`src/rtl/spi_slave_core.sv`:
```
`timescale 1ns/1ps
// SPI slave core: pins are synchronized into the clock domain, bytes are shifted MSB first.
// Define SPI_SLAVE_RX_FIFO_EN for a 4-entry receive FIFO; otherwise a single holding register.
module spi_slave_core #(
    parameter int PHASE  = 0,
    parameter int ACTIVE = 0
) (
    input  logic       clock,
    input  logic       rst_n,
    input  logic       cs_n,
    input  logic       sck,
    input  logic       mosi,
    output logic       miso,
    output logic [7:0] rx_data,
    output logic       rx_valid,
    input  logic       rx_ready,
    input  logic [7:0] tx_data,
    input  logic       tx_valid,
    output logic       tx_ready,
    output logic       busy,
    output logic       rx_ovr,
    output logic [7:0] byte_cnt
);

    localparam int   DATA_W   = 8;
    localparam logic SCK_IDLE = (ACTIVE != 0);

    typedef enum logic [1:0] {IDLE, LOAD, SHIFT} state_t;

    function automatic logic [DATA_W-1:0] sat_inc(input logic [DATA_W-1:0] v);
        return (v == '1) ? v : v + 1'b1;
    endfunction

    logic cs_n_p0, cs_n_p1, cs_n_p2;
    logic sck_p0, sck_p1, sck_p2;
    logic mosi_p0, mosi_p1;
    logic [1:0] flush_q;
    logic cs_arm_q;

    state_t state_q, state_d;
    logic [2:0] bit_cnt;
    logic [DATA_W-1:0] rx_shift, tx_sr, tx_word;
    logic push_vld_p0, miso_q, load_en;
    logic lead_stb, trail_stb, active, sample_stb, shift_stb, cs_fall;
    logic push, pop, full, accept;

    // Stages p0/p1: two-flop synchronizers; p2: history for edge detection
    always_ff @(posedge clock) begin
        if (!rst_n) begin
            cs_n_p0 <= 1'b1;
            cs_n_p1 <= 1'b1;
            cs_n_p2 <= 1'b1;
            sck_p0  <= SCK_IDLE;
            sck_p1  <= SCK_IDLE;
            sck_p2  <= SCK_IDLE;
            mosi_p0 <= 1'b0;
            mosi_p1 <= 1'b0;
        end else begin
            cs_n_p0 <= cs_n;
            cs_n_p1 <= cs_n_p0;
            cs_n_p2 <= cs_n_p1;
            sck_p0  <= sck;
            sck_p1  <= sck_p0;
            sck_p2  <= sck_p1;
            mosi_p0 <= mosi;
            mosi_p1 <= mosi_p0;
        end
    end

    // A falling edge only counts once cs_n has really been seen high after the reset values flush out.
    always_ff @(posedge clock) begin
        if (!rst_n) begin
            flush_q  <= 2'd0;
            cs_arm_q <= 1'b0;
        end else begin
            if (flush_q != 2'd2)
                flush_q <= flush_q + 2'd1;
            if (flush_q == 2'd2 && cs_n_p1)
                cs_arm_q <= 1'b1;
        end
    end

    assign cs_fall    = cs_arm_q & cs_n_p2 & ~cs_n_p1;
    assign busy       = ~cs_n_p1;
    assign lead_stb   = (sck_p1 != SCK_IDLE) && (sck_p2 == SCK_IDLE);
    assign trail_stb  = (sck_p1 == SCK_IDLE) && (sck_p2 != SCK_IDLE);
    assign active     = (state_q == SHIFT) && !cs_n_p1;
    assign sample_stb = active && ((PHASE == 0) ? lead_stb : trail_stb);
    assign shift_stb  = active && ((PHASE == 0) ? (trail_stb && bit_cnt != 3'd0) : lead_stb);
    assign tx_word    = tx_valid ? tx_data : 8'hFF;

    always_ff @(posedge clock) begin
        if (!rst_n)
            state_q <= IDLE;
        else
            state_q <= state_d;
    end

    always_comb begin
        state_d  = state_q;
        load_en  = 1'b0;
        tx_ready = 1'b0;
        case (state_q)
            IDLE:    if (cs_fall) state_d = LOAD;
            LOAD: begin
                load_en = 1'b1;
                state_d = SHIFT;
            end
            SHIFT:   load_en = push_vld_p0;
            default: state_d = IDLE;
        endcase
        tx_ready = load_en && tx_valid;
        if (cs_n_p1)
            state_d = IDLE;
    end

    // Transmit: PHASE 0 presents the MSB at load time, PHASE 1 on the first shift strobe
    always_ff @(posedge clock) begin
        if (load_en)
            tx_sr <= (PHASE == 0) ? {tx_word[DATA_W-2:0], 1'b1} : tx_word;
        else if (shift_stb)
            tx_sr <= {tx_sr[DATA_W-2:0], 1'b1};
    end

    always_ff @(posedge clock) begin
        if (!rst_n)
            miso_q <= 1'b0;
        else if (state_q == IDLE)
            miso_q <= 1'b0;
        else if (load_en) begin
            if (PHASE == 0)
                miso_q <= tx_word[DATA_W-1];
        end else if (shift_stb)
            miso_q <= tx_sr[DATA_W-1];
    end

    assign miso = (state_q != IDLE) && miso_q;

    // Receive: shift on sample strobes, push_vld_p0 marks the completed byte one clock later
    always_ff @(posedge clock) begin
        if (sample_stb)
            rx_shift <= {rx_shift[DATA_W-2:0], mosi_p1};
    end

    always_ff @(posedge clock) begin
        if (!rst_n) begin
            bit_cnt     <= 3'd0;
            push_vld_p0 <= 1'b0;
            byte_cnt    <= 8'd0;
        end else begin
            push_vld_p0 <= sample_stb && (bit_cnt == 3'd7);
            if (!active)
                bit_cnt <= 3'd0;
            else if (sample_stb)
                bit_cnt <= bit_cnt + 3'd1;
            if (cs_fall)
                byte_cnt <= 8'd0;
            else if (push_vld_p0)
                byte_cnt <= sat_inc(byte_cnt);
        end
    end

    assign push   = push_vld_p0;
    assign pop    = rx_valid && rx_ready;
    assign accept = push && (!full || pop);

    always_ff @(posedge clock) begin
        if (!rst_n)
            rx_ovr <= 1'b0;
        else if (push && full && !pop)
            rx_ovr <= 1'b1;
    end

`ifdef SPI_SLAVE_RX_FIFO_EN
    logic [DATA_W-1:0] mem [4];
    logic [1:0] wr_ptr, rd_ptr;
    logic [2:0] count;

    always_ff @(posedge clock) begin
        if (accept)
            mem[wr_ptr] <= rx_shift;
    end

    always_ff @(posedge clock) begin
        if (!rst_n) begin
            wr_ptr <= 2'd0;
            rd_ptr <= 2'd0;
            count  <= 3'd0;
        end else begin
            if (accept)
                wr_ptr <= wr_ptr + 2'd1;
            if (pop)
                rd_ptr <= rd_ptr + 2'd1;
            case ({accept, pop})
                2'b10:   count <= count + 3'd1;
                2'b01:   count <= count - 3'd1;
                default: count <= count;
            endcase
        end
    end

    assign full     = (count == 3'd4);
    assign rx_valid = (count != 3'd0);
    assign rx_data  = rx_valid ? mem[rd_ptr] : 8'h00;
`else
    logic [DATA_W-1:0] hold_q;
    logic hold_vld;

    always_ff @(posedge clock) begin
        if (accept)
            hold_q <= rx_shift;
    end

    always_ff @(posedge clock) begin
        if (!rst_n)
            hold_vld <= 1'b0;
        else if (accept)
            hold_vld <= 1'b1;
        else if (pop)
            hold_vld <= 1'b0;
    end

    assign full     = hold_vld;
    assign rx_valid = hold_vld;
    assign rx_data  = hold_vld ? hold_q : 8'h00;
`endif

endmodule

```
`config.mk`:
```
export PLATFORM = sky130hd
export DESIGN_NAME = spi_slave_core
export DESIGN_NICKNAME = d
export VERILOG_FILES = /design/src/rtl/spi_slave_core.sv
export SDC_FILE = /design/constraint.sdc
export NUM_CORES = 1
export LEC_CHECK = 0
export ABC_AREA = 1
export CAP_MARGIN = 20
export CORE_MARGIN = 2
export CORE_UTILIZATION = 25
export DETAILED_ROUTE_END_ITERATION = 16
export PLACE_DENSITY_LB_ADDON = 0.12
export SYNTH_ARGS = -nofsm -noshare
export SYNTH_HDL_FRONTEND = slang
export SYNTH_SLANG_ARGS = --single-unit
```
`constraint.sdc`:
```
create_clock -name clock -period 1.5 [get_ports clock]
set_input_delay 0.3 -clock clock [delete_from_list [all_inputs] [get_ports clock]]
set_output_delay 0.3 -clock clock [all_outputs]
set_load 0.01 [all_outputs]
```
# Yosys cells after proc, flatten, opt, wreduce, memory -nomap -nowiden
# Index checks and enable logic that the tools add are counted.
# W data, S select, Z words.
word_totals:
  ff_bits: 51
  out_inout_bits: 21
  input_bits: 15
  elab_cells: 78
classes:
  bitwise_logic: 8
  reduce_logical: 29
  add_sub_neg: 3
  n_eq_ne: 7
  muxes: 11
ops:
  columns: ["op", "n"]
  rows:
  - ["$mux W8", 4]
  - ["$logic_and A1 B1 Y1", 14]
  - ["$add A8 B1 Y8 const B", 1]
  - ["$eq A8 B8 Y1 const B", 1]
  - ["$not A1 Y1", 6]
  - ["$pmux W2 S3", 1]
  - ["$reduce_and A2 Y1", 3]
  - ["$reduce_bool A2 Y1", 3]
  - ["$reduce_or A2 Y1", 3]
  - ["$eq A2 B2 Y1 const B", 2]
  - ["$mux W1", 4]
  - ["$ne A2 B2 Y1 const B", 2]
  - ["$add A3 B1 Y3 const B", 1]
  - ["$eq A3 B3 Y1 const B", 1]
  - ["$logic_not A1 Y1", 3]
  - ["$reduce_bool A3 Y1", 1]
  - ["$add A2 B1 Y2 const B", 1]
  - ["$and A1 B1 Y1", 2]
  - ["$eq A2 B1 Y1 const B", 1]
  - ["$logic_not A2 Y1", 1]
  - ["$mux W2", 1]
  - ["$pmux W1 S2", 1]
  - ["$logic_or A1 B1 Y1", 1]

# Logic depth before layout (Yosys ltp)
# Gate-level depths: netlist (run 1).
depth:
  ltp_word: 6
  ltp_mapped: 9
  ltp_nobuf: 9

# Worst setup path after synthesis (run 1)
# No wires, ideal clock.
synth_timing:
  kind: "reg-to-reg"
  start: "register state_q[0]"
  end: "register rx_shift[0], enable pin"
  n_path_buf: 0
  t_required_ns: 1.175
  setup_ns: 0.325
  period_less_slack_ns: 1.461
  arrival_time_ns: 1.136
  slack_ns: 0.039
  stages_incl_launch_ff: 7
  cell_sequence: "dfxtp_1 > inv_1 > ha_1 > inv_1 > nor2_1 > nand3_1 > inv_1"
synth_via:
  elab_chain_len: 3
synth_rtl:
  columns: ["element", "line", "text"]
  rows:
  - ["from (decl)", "40", "state_t state_q, state_d;"]
  - ["from (signal assigned)", "96", "state_q <= state_d;"]
  - ["$eq A2 B2 Y1", "87", "assign active = (state_q == SHIFT) && !cs_n_p1;"]
  - ["$logic_and A1 B1 Y1", "87", null]
  - ["$logic_and A1 B1 Y1", "88", "assign sample_stb = active && ((PHASE == 0) ? lead_stb : trail_stb);"]
  - ["named net sample_stb", "44", "logic lead_stb, trail_stb, active, sample_stb, shift_stb, cs_fall;"]
  - ["to (signal assigned)", "142", "rx_shift <= {rx_shift[DATA_W-2:0], mosi_p1};"]
  - ["to (decl)", "42", "logic [DATA_W-1:0] rx_shift, tx_sr, tx_word;"]
# The timed path passes the listed nets, and every way through them passes these cells.
# A chain may end at the register's enable or synchronous reset.

# Worst setup path in the final report (run 1)
layout_timing:
  start: "register state_q[1]"
  end: "output tx_ready"
layout_via:
  elab_chain_len: 3
layout_rtl:
  columns: ["element", "line", "text"]
  rows:
  - ["$eq A2 B2 Y1 or $eq A2 B1 Y1 (tied branches)", "103", "case (state_q)"]
  - ["$pmux W1 S2 (*)", "103", null]
  - ["$logic_and A1 B1 Y1 (*)", "112", "tx_ready = load_en && tx_valid;"]
  - ["to (decl)", "19", "output logic tx_ready,"]
# Mark *: on every way between the ends. The rest lies on a longest branch, timed or not.

==> results of run 1 <==
==> worst max-delay path, cell delays in order (launching register included) <==
cell     delay [ns]
dfxtp_2        0.34
inv_1          0.06
ha_1           0.30
nand2_2        0.08
nor2_2         0.10
buf_2          0.14
==> worst paths after layout <==
| check | from | cells after the start | end | slack [ns] |
|---|---|---|---|---|
| hold reg to reg | mosi_p0 | 2 | mosi_p1 | 0.42 |
| setup reg to reg | state_q[0] | 6 | tx_sr[4] | 0.08 |
| hold / removal | mosi_p0 | 2 | mosi_p1 | 0.42 |
| setup / recovery | state_q[1] | 5 | tx_ready | -0.11 |
==> registers in the layout, summed over array words and instances (netlist names), 2 cells and up <==
| name | flops |
|---|---|
| hold_q | 8 |
| byte_cnt | 8 |
| tx_sr | 7 |
| state_q | 2 |
| bit_cnt | 3 |
| rx_shift | 8 |
| flush_q | 2 |
==> cell type report <==
class	count	area share [%]
clock buffer	5	2.35
tap	108	4.61
timing repair buffer	58	17.9
clock inverter	3	0.682
sequential	51	43.1
multi-input combinational	144	26.3
inverter	40	5.12
==> power by group through the flow <==
stage               sequential, mW  clock [mW]  combinational (mW)
finish                        1.49       0.790               0.141
global placement              1.52           0               0.141
global route                  1.49       0.896               0.163
CTS                           1.49       0.836               0.145
detailed placement            1.52           0               0.145
floorplan                     1.52           0              0.0752
==> placed cells by master, fill, tap and decap left out, types with 3 or more instances in the layout <==
| cell | Yosys | final |
|---|---|---|
| o21ai_0 | 7 | 6 |
| edfxtp_1 | 23 | 23 |
| dfxtp_1 | 28 | 20 |
| dfxtp_2 | 0 | 7 |
| nand2_1 | 54 | 52 |
| o21ai_2 | 6 | 6 |
| clkbuf_8 | 0 | 5 |
| ha_1 | 8 | 7 |
| nor2_4 | 2 | 3 |
| dlygate4sd2_1 | 0 | 17 |
| inv_1 | 40 | 38 |
| nor2_1 | 28 | 26 |
| a21oi_1 | 15 | 15 |
| nand3_1 | 11 | 9 |
| buf_4 | 1 | 20 |
| clkdlybuf4s50_1 | 0 | 14 |
| nand2_2 | 2 | 4 |
==> metal layers <==
layer | GRT usage [%] | up-vias | wire (um)
li1 | - | 876 | -
met1 | 11.4 | 717 | 1940
met2 | 13.6 | 31 | 1720
met3 | 2.81 | 4 | 180
met4 | 3.85 | 0 | 68
met5 | 0 | - | 0
==> stage by stage <==
| step | util (%) | power [mW] | instance area [sq um] | hold slack (ns) | setup WS, ns |
|---|---|---|---|---|---|
| after detailed placement | 32.9 | 1.67 | 2830 | 0.399 | -0.300 |
| final | 34.1 | 2.42 | 2930 | 0.418 | -0.115 |
| after global routing | 34.1 | 2.55 | 2930 | 0.434 | -0.214 |
| after floorplan | - | 1.60 | 2170 | 0.386 | 0.0394 |
| after global placement | 32.9 | 1.66 | 2830 | 0.392 | -0.307 |
| after CTS | 34.0 | 2.47 | 2920 | 0.422 | -0.183 |
==> kinds of logic (layout without fill, tap and decap cells) <==
group	count (synthesis)	in the layout
simple gates	105	105
flops	51	51
buf+inv	44	106
compound gates	31	31
fa+ha+maj	8	8
==> repair_timing <==
item | 4_1_cts | 5_1_grt
pin swaps | 2 | 1
gates resized for setup | 39 | 9
endpoints found under the setup margin | 36 | 23
hold buffers | 0 | 0
==> reports/metrics.cfg, run 1 <==
[status]
status = finished with violations
failed_checks = setup timing

[grt]
antenna_found_initial = 0
grt_pass1_wl_um = 6710
overflow = 0
grt_max_degree = 17
first_global_vias = 1466
grt_usage_pct = 8.82

[drt]
vias_per_cell = 3.98
drtPass1Iterations = 4
drc = 0
antenna_left = 0
wl_um = 3910
drt_iter0_markers = 37
wire_per_inst_um = 9.56
vias = 1628

[finish]
diodes = 0
multi_input_area_sq_um = 771
seq_area_sq_um = 1260
area_growth_pct = 35.0
nets = 323
final_layout_size_suffix_gt1_share_pct = 20.9
fillerInstances = 915
stdcell_count = 409

[timing]
finalSetupViolCount = 1
hold_viol = 0
period_minus_slack_ns = 1.61
skew_ns = 0.00893
slew_viol_final = 0
tns_ns = -0.115
post-route-period-util_pct = 108
rsz0062_at_grt = true
max_slew.worst_pin.slew_ns = 0.236
slew_headroom_pct = 84.2
clock.fmax_mhz = 619
fin_ws_ns = -0.115

[synthesis]
synth-simple-area-share_pct = 21.1
yosysMostFrequentCell = nand2_1
synth_top_family_by_area = simple AND/OR/NAND/NOR gates
async_flop_share_pct = 0
netlist_area_sq_um = 2170
yosys.area.top_type = edfxtp_1
synth_xor_area_share_pct = 0
synth_top_area_share_pct = 31.8
yosysUniqueCellTypes = 23
synthTopCellsByArea = edfxtp_1 32%, dfxtp_1 26%, nand2_1 9.3%, inv_1 6.9%, nor2_1 4.8%
synthAdderAreaFrac_pct = 4.61
synth_edf_count = 23
synth_common_cells = 54 x nand2_1, 40 x inv_1, 28 x dfxtp_1, 28 x nor2_1, 23 x edfxtp_1
avgSynthCellArea_sq_um = 9.09
synth_seq_cells = 51
yosys_warnings = 0
synth_nets = 262
synth.area.mux_share_pct = 0
netlist_instances = 239
ys_seq_area_share_pct = 57.6
synthFlopType = dfxtp_1
synth-compound-area-share_pct = 8.52

[placed_design]
place_congestion = 0.717
placedCellCount = 401
hpwl_um = 2850
portBuffers = 35

[setup_path]
path_class = flop to output port
arrival_ns = 1.31
cp_max_fo = 3
startpoint_type = flop
required_ns = 1.20
endpoint_kind = output port

[clocking]
cts_buffers = 5
path_clk_slew_ns = 0.10
cts.sink_count = 51
postCtsSetupRepairBufs = 0
cts_buffer_depth = 2
cts_max_level = 2
cts_tree = built
clockRootBuffer = clkbuf_8
clk-insertion-delay-late_ns = 0.30

[power]
p_sw_share_pct = 22.6
p_leak_nw = 1.36
p_int_mw = 1.88
p_clk_share_pct = 32.6
combPwrFrac_pct = 5.8
switchingPower_mw = 0.546
peakVddDrop_mv = 0.405
p_seq_share_pct = 61.5
p_per_area_nw_per_um2 = 825

[flow_run]
drv_cap = 0

[die]
die_h_um = 97.2
row_count = 34
die_area_sq_um = 9460
io_pins = 36
coreArea_sq_um = 8590
die_w_um = 97.2
floorplan.initialDensity_pct = 25.3

[worst_hold_path]
worst_hold_path_type = flop to flop

(Power assumes the default switching activity.)
==> run 2, diff against run 1 <==
Settings changed: TNS_END_PERCENT from default to 100.
==> results of run 2 <==
No change in the layout: final DEF, timing and power equal those of run 1.
==> run 3, diff against run 2 <==
Settings changed: SETUP_SLACK_MARGIN from default to 0.4.
==> run 3 against run 2 <==
The flow still finishes with violations (setup timing). Final area up 21%. Register-to-register slack lost 0.15 ns. Sequential share of layout area decreased by 6.7 points. Count of clock-buffer cells in the layout grew 2. Cell count grew 4.2%. Routed wire length is 20% higher. Worst setup slack improved by 0.020 ns. Maximum frequency rose by 1.2%. Power is 4.5% higher. Critical endpoint unchanged.
==> reports/metrics.cfg, run 3 (synthesis gave the netlist of run 1 again) <==
[placed_design]
placed_cell_area_sq_um = 2840
portBuffers = 35
place_congestion = 0.718
hpwl_um = 3000
placedCellCount = 392

[finish]
layout_commonest_cell = buf_6
diodes = 0
fin_area_sq_um = 3550
nets = 340
final_layout_size_suffix_gt1_share_pct = 51.6
reg.largest.list = byte_cnt x8, hold_q x8, rx_shift x8
fin_util_pct = 41.4
stdcell_count = 426
area_growth_pct = 63.5
layout_common_cells = 32 x buf_6, 28 x inv_1, 28 x nand2_1

[clocking]
cts.sink_count = 51
cts_tree = built
cts-hold-fix-buffers = 0
cts_buffers = 5
clk-insertion-delay-late_ns = 0.30
cts_max_level = 2
cts_buffer_depth = 2
path_clk_slew_ns = 0.10
clockRootBuffer = clkbuf_8

[timing]
slew_viol_final = 0
slew_headroom_pct = 79.4
rsz0062_at_grt = true
hold_viol = 0
finalSetupViolCount = 15
period_minus_slack_ns = 1.60
max_slew.worst_pin.slew_ns = 0.308
clock.fmax_mhz = 627
skew_ns = 0.00834
fin_ws_ns = -0.0952
post-route-period-util_pct = 106

[grt]
antenna_found_initial = 0
overflow = 0
busiest_layer = met2
grt_usage_pct = 10.3
global_route.usage.met3_pct = 2.59
met1_usage_pct = 14.0
first_global_vias = 1662
grt_pass1_wl_um = 7930
grt_max_degree = 17
met2_usage_pct = 16.2

[drt]
drtPass1Iterations = 4
wl_um = 4680
drt_iter0_markers = 30
wire_per_inst_um = 11.0
vias_per_cell = 4.12
vias = 1756
drc = 0
antenna_left = 0

[power]
p_int_mw = 1.97
switchingPower_mw = 0.557
p_clk_share_pct = 35.8
combPwrFrac_pct = 5.8
p_leak_nw = 1.52
p_per_area_nw_per_um2 = 712
p_sw_share_pct = 22.0
p_seq_share_pct = 58.4
peakVddDrop_mv = 0.333

[setup_path]
startpoint_type = flop
path_class = flop to output port
arrival_ns = 1.30
r2r_setup_slack_ns = -0.07
endpoint_kind = output port
required_ns = 1.20
cp_max_fo = 3

[die]
coreArea_sq_um = 8590
die_h_um = 97.2
floorplan.initialDensity_pct = 25.3
die_w_um = 97.2
row_count = 34
die_area_sq_um = 9460
io_pins = 36

[flow_run]
drv_cap = 0

[status]
status = finished with violations
failed_checks = setup timing

[worst_hold_path]
worst_hold_path_type = flop to flop

==> run 3: per-layer routing <==
metal	up-vias	wire length (um)
met5	-	0
met4	0	65
met3	6	186
met2	30	2220
met1	807	2200
li1	913	-
==> run 3: worst max-delay path: stages (launching register included) <==
cell and delay (ns):
dfxtp_4 0.39, inv_4 0.05, ha_4 0.26, nand2_2 0.07
nor2_4 0.10, buf_6 0.11
==> run 3: final timing paths <==
| path | cells after the start | from | endpoint |
|---|---|---|---|
| worst min register to register | 0 | mosi_p1 | rx_shift[0] |
| worst min-delay path | 0 | mosi_p1 | rx_shift[0] |
| worst max register to register | 10 | state_q[0] | miso_q |
| worst max-delay path | 5 | state_q[0] | tx_ready |
==> run 3: area by class of cell <==
cell class                      count  area (sq um)
Inverter                           40           168
Multi-Input combinational cell    144          1080
Timing Repair Buffer               75           772
Sequential cell                    51          1290
Clock buffer                        7          97.6
Clock inverter                      1          8.76
Fill cell                         861          5040
Tap cell                          108           135
==> run 3: what timing repair did <==
item / in CTS / in global routing
gates cloned: 1 / 0
pin swaps: 23 / 19
setup buffers: 17 / 8
setup endpoints to repair: 67 / 65
gates resized for setup: 164 / 50
==> run 3: per-stage QoR <==
| step | power [mW] | hold WS, ns | setup TNS [ns] | setup slack, ns |
|---|---|---|---|---|
| global route | 2.66 | 0.419 | -1.51 | -0.161 |
| finish | 2.53 | 0.410 | -0.606 | -0.0952 |
| detailed placement | 1.66 | 0.390 | -0.776 | -0.348 |
| floorplan | 1.60 | 0.386 | 0 | 0.220 |
| CTS | 2.57 | 0.414 | -0.519 | -0.139 |
| global placement | 1.66 | 0.389 | -0.606 | -0.360 |
==> run 3: power by group through the flow <==
| stage | Clock, mW | Sequential [mW] | Combinational [mW] |
|---|---|---|---|
| floorplan | 0 | 1.52 | 0.0771 |
| finish | 0.905 | 1.48 | 0.147 |
| global route | 1.01 | 1.48 | 0.167 |
| detailed placement | 0 | 1.52 | 0.143 |
| global placement | 0 | 1.52 | 0.141 |
| CTS | 0.947 | 1.48 | 0.149 |
